$ cat src/rtl/sipo_deserializer.sv
// ----------------------------------------------------------------------------
// sipo_deserializer
//
// Serial-to-parallel receive stage that sits directly downstream of a PISO
// shift register. One serial bit is sampled per enabled clock, MSB first, and
// WIDTH-bit words are assembled. Word alignment comes from an explicit sync
// strobe: the bit qualified by enable & sync is the MSB of a new word. Each
// completed word is presented on a valid/ready output. A sticky overrun flag
// records any completed word that had to be dropped because the previous word
// had not yet been consumed.
//
// Ports:
//   clk            in   1      rising-edge clock
//   reset          in   1      asynchronous active-high reset
//   enable         in   1      bit strobe; serial_in is sampled on this edge
//   sync           in   1      word boundary; qualified bit is the new word's MSB
//   serial_in      in   1      serial data, MSB first
//   data_out       out  WIDTH  assembled word, stable while data_valid=1
//   data_valid     out  1      word available
//   data_ready     in   1      consumer accepts when data_valid & data_ready
//   overrun        out  1      sticky: a completed word was dropped
//   clear_overrun  in   1      synchronous clear of overrun
//   bit_count      out  CNT_W  bits collected in the current partial word
//   hunting        out  1      1 while no word alignment has been seen
// ----------------------------------------------------------------------------
module sipo_deserializer #(
    parameter  int WIDTH = 8,
    localparam int CNT_W = $clog2(WIDTH + 1)
) (
    input  logic             clk,
    input  logic             reset,
    input  logic             enable,
    input  logic             sync,
    input  logic             serial_in,
    output logic [WIDTH-1:0] data_out,
    output logic             data_valid,
    input  logic             data_ready,
    output logic             overrun,
    input  logic             clear_overrun,
    output logic [CNT_W-1:0] bit_count,
    output logic             hunting
);

    typedef enum logic {
        HUNT  = 1'b0,
        SHIFT = 1'b1
    } state_t;

    localparam logic [CNT_W-1:0] LAST_BIT = CNT_W'(WIDTH - 1);

    state_t             r_state;
    // Only the WIDTH-1 most recent bits need storing: the final bit of a word
    // is taken straight from serial_in on the completion edge.
    logic [WIDTH-2:0]   r_shreg;
    logic [CNT_W-1:0]   r_bit_count;
    logic [WIDTH-1:0]   r_data_out;
    logic               r_data_valid;
    logic               r_overrun;
    logic               r_hunting;

    logic [WIDTH-1:0]   w_candidate;
    logic               w_word_done;
    logic               w_overrun_set;

    // The word that would exist if this edge's bit were appended.
    assign w_candidate   = {r_shreg, serial_in};

    // A sync-qualified bit always starts a new word, so it can never complete one.
    assign w_word_done   = enable && !sync && (r_state == SHIFT) && (r_bit_count == LAST_BIT);

    // Completed word arrives while the held one is still unconsumed: drop it.
    assign w_overrun_set = w_word_done && r_data_valid && !data_ready;

    // NOTE: all state here is updated with non-blocking assignments so every
    // register samples pre-edge values regardless of statement order.
    always_ff @(posedge clk or posedge reset) begin
        if (reset) begin
            r_state      <= HUNT;
            r_shreg      <= '0;
            r_bit_count  <= '0;
            r_data_out   <= '0;
            r_data_valid <= 1'b0;
            r_overrun    <= 1'b0;
            r_hunting    <= 1'b1;
        end else begin
            // Bit collection and alignment.
            if (enable) begin
                if (sync) begin
                    // Any partial word is discarded; this bit is the new MSB.
                    r_state     <= SHIFT;
                    r_hunting   <= 1'b0;
                    r_shreg     <= (WIDTH-1)'(serial_in);
                    r_bit_count <= CNT_W'(1);
                end else if (r_state == SHIFT) begin
                    if (w_word_done) begin
                        r_shreg     <= '0;
                        r_bit_count <= '0;
                    end else begin
                        r_shreg     <= w_candidate[WIDTH-2:0];
                        r_bit_count <= r_bit_count + CNT_W'(1);
                    end
                end
            end

            // Output handshake. A completion with the slot free or being
            // emptied this edge loads the new word with no bubble in valid.
            if (w_word_done) begin
                if (!r_data_valid || data_ready) begin
                    r_data_out   <= w_candidate;
                    r_data_valid <= 1'b1;
                end
            end else if (r_data_valid && data_ready) begin
                r_data_valid <= 1'b0;
            end

            // Set takes priority over a simultaneous clear.
            if (w_overrun_set) begin
                r_overrun <= 1'b1;
            end else if (clear_overrun) begin
                r_overrun <= 1'b0;
            end
        end
    end

    assign data_out   = r_data_out;
    assign data_valid = r_data_valid;
    assign overrun    = r_overrun;
    assign bit_count  = r_bit_count;
    assign hunting    = r_hunting;

endmodule

$ cat config.mk
export PLATFORM = sky130hd
export DESIGN_NAME = sipo_deserializer
export DESIGN_NICKNAME = d
export VERILOG_FILES = /design/src/rtl/sipo_deserializer.sv
export SDC_FILE = /design/constraint.sdc
export NUM_CORES = 1
export LEC_CHECK = 0
export ABC_AREA = 1
export BUFFER_PORTS_ARGS = -buffer_cell sky130_fd_sc_hd__buf_2
export CORE_MARGIN = 8
export CORE_UTILIZATION = 51
export CTS_BUF_LIST = sky130_fd_sc_hd__clkbuf_4 sky130_fd_sc_hd__clkbuf_8 sky130_fd_sc_hd__clkbuf_16
export DETAILED_ROUTE_END_ITERATION = 10
export HOLD_SLACK_MARGIN = 0.12
export PLACE_DENSITY = 0.75
export SLEW_MARGIN = 20
export SYNTH_ARGS = -nofsm -noshare
export SYNTH_HDL_FRONTEND = slang
export SYNTH_SLANG_ARGS = --single-unit
$ cat constraint.sdc
create_clock -name clk -period 1.65 [get_ports clk]
set_input_delay 0.0825 -clock clk [delete_from_list [all_inputs] [get_ports clk]]
set_output_delay 0.0825 -clock clk [all_outputs]
set_load 0.01 [all_outputs]
==> results summary <==
The synthesized area divided by synthesized cell count is 9.30 um^2. The congestion estimate from routability-driven global placement came to 0.781. For this configuration, the core starts out at a cell density of 0.527.

Counting distinct cell types in the post-synthesis netlist gives 20. The min-delay analysis places its worst path in the category in2reg. Summed over all failing endpoints, the final setup total negative slack is 0 ns. At the later pin of the worst-skew pair, clock insertion delay measures 0.31 ns.

TritonCTS built the clock tree. The timing-limited maximum frequency is 698 MHz. The length of the first detailed-routing pass in iterations is 4. The cell chosen for the clock root is clkbuf_4. The final critical path time including I/O delays and setup is 1.43 ns.

The net count after synthesis came out at 117. Once layout is done, the placed cells without fillers occupy 0.00122 mm^2. After the first detailed-routing iteration, the DRC count stood at 17. The worst-path maximum fanout is 2.

The total power of the final layout came out at 991 uW. The leakage power total is 0.669 nW. Measured against its own limit, the worst slew margin works out to 0.740. The routed wire length per instance came out at 11.5 um. The final wirelength came out at 1.90 mm. Clock tree synthesis found a total of 23 sinks. For the pin with the worst max-slew slack, the measured transition is 0.389 ns.

The worst ir drop on vdd is 0.574 mV. Setup repair after global routing left no endpoint under its margin. The floorplan die area is 0.00367 mm^2. Compared with the post-synthesis result, the final layout area differs by 20.9%. Summing every instance area after synthesis gives 0.00101 mm^2. The count of final max-slew check failures came out at 0.

The count of synthesis-stage warnings from yosys came out at 0. The clock passes through at most 2 buffers. CTS built an H-tree with a depth of 1.

The required time at the worst-slack endpoint came out at 1.84 ns. The number of antenna diodes came out at 0. The count of nets left with antenna violations once routing finished came out at 0. The overall via count from detail_route came out at 774.

The sort of element at the end of the critical path is a flop. The number of antenna violations at the first check in global routing is 0. The clock slew at the register clock pins of the worst setup and hold paths came out at 0.11 ns. The number of global-route vias before repair is 800. The first global-routing pass estimated 3.48 mm of wire. The count of input and output buffers is 21. The net count of the finished layout is 147.

The placed instance count came out at 156. The largest net degree at the start of global routing came out at 24. After detailed routing, the number of vias per cell comes to 4.69.

The setup clock skew after layout is 0.00889 ns. For this run, design rule violations remaining after detail routing come to 0. The placeable core area came out at 0.00192 mm^2. Once layout is complete, the cells apart from fillers number 165. The residual overflow from global routing is 0. The post-synthesis sequential element count is 23. The number of CTS-inserted buffers is 3. The synthesized design spends more area on one cell type than any other, namely dfrtp_1. The run finished with clean final reports. The category of the critical setup timing path is in2reg. The sequential fraction of the synthesis area came out at 0.569. Once the clock tree was built, the setup fixing pass inserted 0 buffers. In the final layout, the share of cells above drive strength 1 is 0.268. The total global-route track usage is 0.123.

The floorplan die height is 60.6 um. The placed instances occupy a cell area of 0.00115 mm^2. The post-detailed-placement half-perimeter wirelength came out at 1.40 mm. In the finished design, the share of the clock period the worst path needs comes to 0.868. The core utilization of the finished layout is 0.637. The arrival time of data at the critical path endpoint is 1.63 ns.

In this run the core area contains 16 standard-cell rows. The final-report hold violation count came out at 0. The tool flagged a number of max-cap violations equal to 0.

The share of synthesized area in the top cell type comes to 0.543. The number of top-level pins came out at 22. In the synthesized netlist, the number of instances is 109.

The die span in x came out at 60.6 um. The kind of start point of the critical path is an input port. The setup-violating endpoint count in the final report came out at 0. Yosys attributes the largest share of cell area to dfrtp_1, nand2_1, nand4_1. For this design the ratio of total power to cell area is 809 mW/mm^2.
-- cell families (layout without fill, tap and decap cells) --
family / count (synthesis) / after routing / synth area share
adders and majority gates: 1 / 1 / 0.0123
AOI/OAI and AO/OA: 8 / 8 / 0.0494
xor gates and xnor gates: 1 / 1 / 0.00864
DFF: 23 / 23 / 0.569
and+or+nand+nor: 58 / 58 / 0.289
buffers and inverters: 18 / 47 / 0.0716
-- routing by layer --
layer,part of all wire,vias to the layer above,GRT usage
met5,0,-,0
met3,0.039,2,0.0254
met1,0.48,352,0.160
li1,-,407,-
met4,0.0053,0,0.0399
met2,0.48,13,0.199
-- cell type report --
type,count,area [um^2]
Fill cell,179,697
Multi-Input combinational cell,68,364
Timing Repair Buffer,27,163
Clock buffer,3,22.5
Inverter,16,60.1
Clock inverter,1,5.00
Tap cell,27,33.8
Sequential cell,23,577
-- worst paths after layout --
path                              start            to  slack [ns]  cells past startpoint
max                              enable       r_state        0.22                      6
max in group asynchronous         reset       hunting        1.04                      4
min                                sync  bit_count[2]        0.14                      4
min in group asynchronous         reset    r_shreg[2]        0.34                      4
min reg2reg                     hunting       hunting        0.48                      2
max reg2reg                bit_count[0]   data_out[0]        0.29                      6
-- cells in the mapped netlist --
| cell | n |
|---|---|
| dfstp_2 | 1 |
| nand2_2 | 3 |
| dfrtp_1 | 22 |
| nand4_1 | 9 |
| nor2_8 | 1 |
| ha_1 | 1 |
| nand3_1 | 4 |
| buf_4 | 1 |
| or2_1 | 1 |
| o22ai_1 | 5 |
| xnor2_1 | 1 |
| nor2_1 | 1 |
| inv_2 | 3 |
| nand3_4 | 1 |
| o21ai_2 | 1 |
| buf_2 | 1 |
| nor2_4 | 1 |
| nand2_1 | 37 |
| o21ai_1 | 2 |
| inv_1 | 13 |
-- cells in the final DEF (no fill, tap or decap), types with 3 or more instances in the layout --
master	Yosys	layout
nand2_2	3	3
inv_1	13	13
dlygate4sd3_1	0	5
buf_2	1	21
nand2_1	37	37
clkbuf_4	0	3
o22ai_1	5	5
dfrtp_1	22	22
inv_2	3	3
nand3_1	4	4
nand4_1	9	9
-- registers in the layout, indices dropped and copies added, names as in the netlist --
name and count:
data_out 8, data_valid 1, hunting 1, bit_count 4, overrun 1, r_shreg 7
r_state 1
-- critical path, cell delays in order --
cell	delay, ns
dlygate4sd3_1	0.53
buf_2	0.13
nand2_1	0.07
dlygate4sd3_1	0.55
inv_1	0.05
or2_1	0.21
-- what timing repair did --
item | CTS | global route
hold buffers | 5 | 0
gates resized for setup | 0 | 0
hold endpoints to repair | 28 | 0
-- where the power goes --
part | internal, mW | total [mW] | switching [mW]
Clock | 0.0904 | 0.252 | 0.161
Sequential | 0.588 | 0.612 | 0.0245
Combinational | 0.0520 | 0.127 | 0.0746
-- metrics by stage --
step / worst slack, ns / hold slack, ns
2_1_floorplan: 0.371 / 0.0837
3_3_place_gp: 0.353 / 0.128
3_5_place_dp: 0.303 / 0.133
4_1_cts: 0.239 / 0.126
5_1_grt: 0.163 / 0.141
6_report: 0.218 / 0.139
Note: power is estimated with default switching activity, not from simulation.
